==> config.mk <==
export PLATFORM = sky130hd
export DESIGN_NAME = accel_layer_sequencer
export DESIGN_NICKNAME = d
export VERILOG_FILES = /design/src/rtl/accel_layer_sequencer.sv
export SDC_FILE = /design/constraint.sdc
export NUM_CORES = 1
export LEC_CHECK = 0
export ABC_CLOCK_PERIOD_IN_PS = 5700
export CORE_ASPECT_RATIO = 0.9
export CORE_MARGIN = 1
export CORE_UTILIZATION = 59
export DETAILED_ROUTE_END_ITERATION = 8
export PLACE_DENSITY = 0.8
export SYNTH_ARGS = -nofsm -noshare
export SYNTH_HDL_FRONTEND = slang
export SYNTH_SLANG_ARGS = --single-unit
==> constraint.sdc <==
create_clock -name clk -period 5.7 [get_ports clk]
set_clock_uncertainty 0.15 [all_clocks]
set_input_delay 1.14 -clock clk [delete_from_list [all_inputs] [get_ports clk]]
set_output_delay 1.14 -clock clk [all_outputs]
set_load 0.01 [all_outputs]
==> src/rtl/accel_layer_sequencer.sv <==
// rtl/accel_layer_sequencer.sv - per-layer descriptor queue and accelerator configuration sequencer
//
// Queues convolution-layer descriptors. For each one it holds the accelerator
// in reset, streams the ten configuration words (custom opcode, rd 0..9), then
// the trigger word (rd 31), and waits for accel_done or a timeout.
//
// Ports:
//   clk, rst_n        clock, asynchronous active-low reset
//   desc_valid/ready  descriptor push handshake
//   desc_data[128:0]  packed descriptor, image_dim in the LSBs
//   instruction[31:0] instruction word to the accelerator (NOP when idle)
//   accel_rst_ext     accelerator external reset
//   accel_done        accelerator finished the current layer (only seen in WAIT)
//   layer_done        one-cycle completion pulse
//   layer_timeout     one-cycle abort pulse
//   busy              sequencer is not IDLE
//   fifo_count        queued descriptors
//   layers_completed  wrapping completed-layer counter
module accel_layer_sequencer #(
    parameter int DEPTH          = 4,
    parameter int ARST_CYCLES    = 2,
    parameter int TIMEOUT_CYCLES = 1048576
) (
    input  logic                           clk,
    input  logic                           rst_n,
    input  logic                           desc_valid,
    output logic                           desc_ready,
    input  logic [128:0]                   desc_data,
    output logic [31:0]                    instruction,
    output logic                           accel_rst_ext,
    input  logic                           accel_done,
    output logic                           layer_done,
    output logic                           layer_timeout,
    output logic                           busy,
    output logic [$clog2(DEPTH+1)-1:0]     fifo_count,
    output logic [15:0]                    layers_completed
);

    localparam int          PW        = $clog2(DEPTH);
    localparam int          CW        = $clog2(DEPTH + 1);
    localparam logic [6:0]  OPC       = 7'b0001011;
    localparam logic [31:0] NOP       = 32'h00000013;
    localparam logic [31:0] ARST_LAST = 32'(ARST_CYCLES - 1);
    localparam logic [31:0] TMO_LAST  = 32'(TIMEOUT_CYCLES - 1);
    localparam bit          TMO_EN    = (TIMEOUT_CYCLES != 0);

    typedef enum logic [2:0] {S_IDLE, S_ARST, S_CFG, S_TRIG, S_WAIT} state_t;

    state_t          state_q, state_d;
    logic [3:0]      idx_q, idx_d;
    logic [31:0]     cnt_q, cnt_d;       // ARST length and WAIT timer share one counter
    logic [128:0]    work_q, work_d;
    logic [15:0]     completed_d;
    logic            done_d, tmo_d;
    logic [19:0]     imm20;
    logic [31:0]     instr_d;

    logic [128:0]    mem [DEPTH];
    logic [PW-1:0]   wr_ptr_q, rd_ptr_q;
    logic [CW-1:0]   count_q, count_d;
    logic            push, pop;

    assign push       = desc_valid && desc_ready;
    assign pop        = (state_q == S_IDLE) && (count_q != '0);
    assign count_d    = count_q + CW'(push) - CW'(pop);
    assign fifo_count = count_q;

    always_ff @(posedge clk) begin
        if (push) mem[wr_ptr_q] <= desc_data;
    end

    always_comb begin
        state_d     = state_q;
        idx_d       = idx_q;
        cnt_d       = cnt_q;
        work_d      = work_q;
        completed_d = layers_completed;
        done_d      = 1'b0;
        tmo_d       = 1'b0;
        case (state_q)
            S_IDLE: begin
                if (pop) begin
                    work_d  = mem[rd_ptr_q];
                    cnt_d   = '0;
                    state_d = S_ARST;
                end
            end
            S_ARST: begin
                if (cnt_q == ARST_LAST) begin
                    idx_d   = '0;
                    state_d = S_CFG;
                end else begin
                    cnt_d = cnt_q + 32'd1;
                end
            end
            S_CFG: begin
                if (idx_q == 4'd9) state_d = S_TRIG;
                else               idx_d   = idx_q + 4'd1;
            end
            S_TRIG: begin
                cnt_d   = '0;
                state_d = S_WAIT;
            end
            S_WAIT: begin
                // done takes priority over a coincident timeout
                if (accel_done) begin
                    done_d      = 1'b1;
                    completed_d = layers_completed + 16'd1;
                    state_d     = S_IDLE;
                end else if (TMO_EN && cnt_q == TMO_LAST) begin
                    tmo_d   = 1'b1;
                    state_d = S_IDLE;
                end else begin
                    cnt_d = cnt_q + 32'd1;
                end
            end
            default: state_d = S_IDLE;
        endcase
    end

    // Outputs are registered from the next-state values so that each cycle's
    // outputs belong to the state active in that cycle.
    always_comb begin
        imm20 = '0;
        case (idx_d)
            4'd0: imm20 = {12'b0, work_d[7:0]};
            4'd1: imm20 = {11'b0, work_d[16:8]};
            4'd2: imm20 = {1'b0,  work_d[35:17]};
            4'd3: imm20 = {1'b0,  work_d[54:36]};
            4'd4: imm20 = {1'b0,  work_d[73:55]};
            4'd5: imm20 = {18'b0, work_d[75:74]};
            4'd6: imm20 = {17'b0, work_d[78:76]};
            4'd7: imm20 = {7'b0,  work_d[91:79]};
            4'd8: imm20 = {2'b0,  work_d[109:92]};
            4'd9: imm20 = {1'b0,  work_d[128:110]};
            default: imm20 = '0;
        endcase
        case (state_d)
            S_CFG:   instr_d = {imm20, 1'b0, idx_d, OPC};
            S_TRIG:  instr_d = {20'b0, 5'b11111, OPC};
            default: instr_d = NOP;
        endcase
    end

    always_ff @(posedge clk or negedge rst_n) begin
        if (!rst_n) begin
            state_q          <= S_IDLE;
            idx_q            <= '0;
            cnt_q            <= '0;
            work_q           <= '0;
            wr_ptr_q         <= '0;
            rd_ptr_q         <= '0;
            count_q          <= '0;
            desc_ready       <= 1'b1;
            instruction      <= NOP;
            accel_rst_ext    <= 1'b1;
            layer_done       <= 1'b0;
            layer_timeout    <= 1'b0;
            busy             <= 1'b0;
            layers_completed <= '0;
        end else begin
            state_q          <= state_d;
            idx_q            <= idx_d;
            cnt_q            <= cnt_d;
            work_q           <= work_d;
            if (push) wr_ptr_q <= wr_ptr_q + PW'(1);
            if (pop)  rd_ptr_q <= rd_ptr_q + PW'(1);
            count_q          <= count_d;
            desc_ready       <= (count_d < CW'(DEPTH));
            instruction      <= instr_d;
            accel_rst_ext    <= (state_d == S_IDLE) || (state_d == S_ARST);
            layer_done       <= done_d;
            layer_timeout    <= tmo_d;
            busy             <= (state_d != S_IDLE);
            layers_completed <= completed_d;
        end
    end

endmodule

# After elaboration in Yosys (flattened, before gate mapping)
# Memory sizes are Yosys's and may differ from the RTL's.
# Index checks and enable logic that the tools add are counted.
# totals
in_bits	133
elab_cells	82
mem_count	1
regBits	228
mem_bits_rw	516
output_inout_bits	56
# op_classes
magnitude_cmp	1
eq_ne	23
addsub	7
n_reduce_logical	11
muxes	25
# mem_list
name	depth	word_bits	read_ports	rd_ports_with_merged_regs	wr	line_no	text
mem	4	129	1	0	1	58	logic [128:0] mem [DEPTH];
# op_table
op	count
2-to-1 mux 129 bit	2
one-hot mux 19 bit (10 select lines)	1
2-to-1 mux 32 bit	4
one-hot mux 32 bit (4 select lines)	1
one-hot mux 32 bit (2 select lines)	1
adder 32 x 1 -> 32 bit, second input constant	1
== test 32 x 1 -> 1 bit, second input constant	1
== test 32 x 20 -> 1 bit, second input constant	1
adder 16 x 1 -> 16 bit, second input constant	1
== test 4 x 3 -> 1 bit, second input constant	4
2-to-1 mux 3 bit	5
one-hot mux 3 bit (5 select lines)	1
== test 3 x 2 -> 1 bit, second input constant	4
== test 4 bit, second input constant	3
== test 4 x 2 -> 1 bit, second input constant	2
2-to-1 mux 4 bit	2
!= test 2 bit, second input constant	4
one-hot mux 4 bit (2 select lines)	1
2-to-1 mux 1 bit	7
== test 3 x 1 -> 1 bit, second input constant	2
logical NOT 3 bit	2
nonzero test 3 bit	2
AND reduction 5 bit	1
adder 2 x 1 -> 2 bit, second input constant	2
other kinds (11)	12

# Depth between registers and ports, before layout
# logic_depth
word_depth	6
depth_mapped	13
mapped_depth_nobuf	11

# Worst setup path before layout
# Ideal clock, no wire load.
# synth_timing
path_kind	input to register
from	input desc_valid
to	memory mem[3][0], enable pin
path_stages	1
required_ns	5.046
n_path_buf	0
setup_ns	0.504
setup_slack_ns	0.884
arrival_time_ns	4.162
path_cell_list	and3_1
# synth_via
elab_chain_cells	3
# synth_lines
element	line_no	text
start, declared	26	input logic desc_valid,
logical AND 1 bit	63	assign push = desc_valid && desc_ready;
2-to-1 mux 1 bit	69	if (push) mem[wr_ptr_q] <= desc_data;
2-to-1 mux 1 bit (not written as such)	69	
end, declared	58	
# Every way passes these cells.

# Final worst setup path
# layout_timing
from	register cnt_q[1]
to	register instruction[13]
# layout_via
elab_chain_cells	6
elab_cells_between_ends	22
classes_between	eq/ne: 13; mux: 8; reduce/logical: 1
# layout_lines
element	line_no	text
start, declared	51	logic [31:0] cnt_q, cnt_d;
start signal, assigned	164	cnt_q <= cnt_d;
== test 32 x 1 -> 1 bit / == test 32 x 20 -> 1 bit (equally long branches)	89, 110	
2-to-1 mux 4 bit / 2-to-1 mux 3 bit (equally long branches)	89, 110	
one-hot mux 4 bit (2 select lines) / 2-to-1 mux 3 bit (equally long branches)	80, 106	
== test 4 bit (tied with other cells)	125	case (idx_d)
one-hot mux 19 bit (10 select lines) / == test 3 x 2 -> 1 bit (equally long branches)	125, 138	
one-hot mux 32 bit (2 select lines) (*)	138	case (state_d)
net instr_d[13]	56	logic [31:0] instr_d;
end signal, assigned	170	instruction <= instr_d;
end, declared	29	output logic [31:0] instruction,
# Mark *: on every way through the listed nets, which the timed path passes. The rest lies on a longest branch.
# A chain may end at the register's enable or synchronous reset.

==> impl_metrics.sql <==
INSERT INTO impl_metrics (metric_group, metric, value, unit) VALUES
('timing', 'period_needed', '4.39', 'ns'),
('routing', 'routed-via-count', '14800', ''),
('timing', 'hold_violation_total_from_the_final_report', '0', ''),
('logic_synthesis', 'avgSynthCellArea', '19.0', 'um^2'),
('routing', 'detail_route.first_pass.iterations', '7', ''),
('logic_synthesis', 'yosys.area.top_type', 'edfxtp_1', ''),
('placement', 'detailedPlacementHpwl', '37300', 'um'),
('critical_path', 'crit_slowest_cell', 'o21a_2', ''),
('power', 'power-per-cell-area', '532', 'nW/um^2'),
('clock_network', 'numCtsBuffers', '72', ''),
('floorplanning', 'ios', '189', ''),
('clock_network', 'clk_pin_slew_worst_paths', '0.06', 'ns'),
('clock_network', 'post-cts-setup-buffers', '0', ''),
('run', 'cap_viol_max_count', '0', ''),
('timing', 'timing.fmax', '228', 'MHz'),
('global_route', 'grt_start_max_net_pins', '139', ''),
('clock_network', 'cts_max_level', '3', ''),
('finish', 'layout.cells.most_common', 'edfxtp_1', ''),
('floorplanning', 'initial_utilization', '59.8', '%'),
('run_status', 'run_status', 'finished clean', ''),
('logic_synthesis', 'synth.top_cell.area_share', '54.0', '%'),
('floorplanning', 'x_dimension_of_the_die', '234', 'um'),
('critical_path', 'critPathKind', 'reg -> reg', ''),
('routing', 'wire_per_inst', '25.1', 'um'),
('timing', 'max_slew_margin', '22.8', '%'),
('finish', 'nets', '1862', ''),
('critical_path', 'path_cells', 'inv_1 > ha_1 > nor4b_1 > nand2_1 > nor4_2 > o21a_2 > inv_2 > nor2_2 > o221ai_2 > a2111oi_0 > or2_1', ''),
('logic_synthesis', 'synthCells', '1511', ''),
('logic_synthesis', 'yosys_warnings', '0', ''),
('timing', 'min_period_over_period', '77.0', '%'),
('global_route', 'globalRouteOverflowTotal', '0', ''),
('floorplanning', 'floorplan.die_area', '49500', 'um^2'),
('clock_network', 'cts_hold_buffers', '0', ''),
('global_route', 'antenna_violations_before_repair', '6', ''),
('clock_network', 'clock_tree.root_cell', 'clkbuf_16', ''),
('global_route', 'grtUsageMet3', '4.48', '%'),
('routing', 'drc_errors', '0', ''),
('global_route', 'globalRouteMet2Util', '40.3', '%'),
('worst_hold_path', 'path_category_of_the_worst_min_delay_check', 'reg -> reg', ''),
('global_route', 'grt_first_pass_wirelength', '91300', 'um'),
('placement', 'routabilityCongestion', '0.863', ''),
('clock_network', 'tritoncts', 'yes', ''),
('power', 'p_leak', '11.9', 'nW'),
('global_route', 'grt_use_met1', '36.0', '%'),
('logic_synthesis', 'ys_seq_elements', '738', ''),
('routing', 'drt.antenna.violating_nets', '0', ''),
('timing', 'grt_setup_unrepaired', 'false', ''),
('logic_synthesis', 'synth.distinct_cells', '65', ''),
('clock_network', 'cts.sink_count', '738', ''),
('critical_path', 'critical_path.max_fanout', '23', ''),
('timing', 'final-max-slew-violation-count', '0', ''),
('critical_path', 'worst_setup_path_start_kind', 'flop', ''),
('logic_synthesis', 'postSynth.asyncResetShare', '30.1', '%'),
('finish', 'drive_above_1_share', '24.7', '%'),
('routing', 'post_drt_via_cell_ratio', '6.14', ''),
('global_route', 'global_route.peak_usage_layer', 'met2', ''),
('logic_synthesis', 'synth_edf_count', '516', ''),
('timing', 'worst_slew_pin_slew', '1.16', 'ns'),
('placement', 'port-buffer-count', '182', ''),
('clock_network', 'ctsLongestPathBuffers', '3', ''),
('power', 'fin_total_pwr', '17.9', 'mW'),
('routing', 'detailedRoute.firstIterationViolations', '1487', ''),
('finish', 'final.fill_count', '2889', ''),
('logic_synthesis', 'synthesis.area', '28700', 'um^2'),
('finish', 'most-common-layout-cells', '516 x edfxtp_1, 217 x dfrtp_1, 181 x clkdlybuf4s50_1', ''),
('floorplanning', 'die_h', '211', 'um'),
('floorplanning', 'row_count', '76', ''),
('logic_synthesis', 'synth.yosys.seq_area_share', '73.4', '%'),
('timing', 'report.final.setup_viol', '0', ''),
('clock_network', 'postCtsResizedCells', '0', ''),
('logic_synthesis', 'dominantRegCellSynth', 'edfxtp_1', '');
[routing by layer]
metal  wire length (um)  up-vias  share of wire, %
met4               1490        2               2.5
met5                 12        -             0.020
met3               4020      100               6.7
met2              30300      622                50
met1              24600     7695                41
li1                   -     6344                 -
[through the flow]
step | area [um^2] | setup WS [ns] | instances | util [%] | hold slack [ns]
global route | 33700 | 0.950 | 2404 | 70.3 | 0.347
global placement | 31200 | 1.50 | 2267 | 65.0 | 0.306
CTS | 33700 | 1.29 | 2399 | 70.2 | 0.323
floorplan | 28700 | 0.884 | 1515 | - | 0.296
detailed placement | 31200 | 1.36 | 2267 | 65.0 | 0.314
finish | 33700 | 1.31 | 2404 | 70.3 | 0.323
[Yosys cell counts, types with 18 or more instances]
master      n
a21oi_1    23
xor2_1     24
nand2_1    50
a22oi_1    18
and3_1     19
dfrtp_1   219
mux2_2    135
nor2_1     62
clkbuf_1   20
xnor2_1    28
mux4_2    129
buf_2      34
edfxtp_1  516
nand3_1    34
[kinds of logic after synthesis]
family          Yosys count  synth area share, %
compound gates           89                 2.04
xor+xnor                 52                 1.59
other cells               2               0.0262
mux                     280                 16.0
simple gates            245                 4.67
buf+inv                  93                 1.70
flops                   738                 73.4
fa+ha+maj                12                0.550
[critical path: cells and delay by family, from the launching register on]
| kind | cells | cell delay [ns] |
|---|---|---|
| compound gates | 3 | 1.77 |
| simple gates | 5 | 1.46 |
| flops | 1 | 0.42 |
| buf+inv | 2 | 0.37 |
| fa+ha+maj | 1 | 0.13 |
[cell type report]
type	instances	area, um^2	share of cell area [%]
repair buffers	203	2060	6.12
well taps	624	781	2.32
flip-flops and latches	738	21100	62.5
multi-input cells	684	7180	21.3
clock buffers	103	2150	6.38
inverters	18	72.6	0.216
diodes	5	12.5	0.0372
clock inverters	29	359	1.07
[sequential cells by signal, indices dropped and copies added, names as in the netlist, 2 cells and up]
register,flops
cnt_q,32
instruction,26
work_q,129
wr_ptr_q,2
rd_ptr_q,2
idx_q,4
layers_completed,16
mem,516
state_q,3
fifo_count,3
[report_power, final]
group / leakage [nW] / switching (mW) / total, mW / internal (mW)
Clock: 1.23 / 1.96 / 4.96 / 2.99
Combinational: 3.19 / 2.95 / 5.45 / 2.50
Sequential: 7.44 / 0.550 / 7.52 / 6.97
Total: 11.9 / 5.46 / 17.9 / 12.5
[path summary, 6_finish.rpt]
path	startpoint	cells past startpoint	slack [ns]	to
hold reg to reg	layers_completed[15]	1	0.32	layers_completed[15]
max in group asynchronous	rst_n	2	3.52	work_q[82]
hold / removal	layers_completed[15]	1	0.32	layers_completed[15]
setup / recovery	cnt_q[1]	11	1.31	instruction[13]
setup reg to reg	cnt_q[1]	11	1.31	instruction[13]
min in group asynchronous	rst_n	1	0.53	work_q[1]
Note: power is estimated with default switching activity, not from simulation.
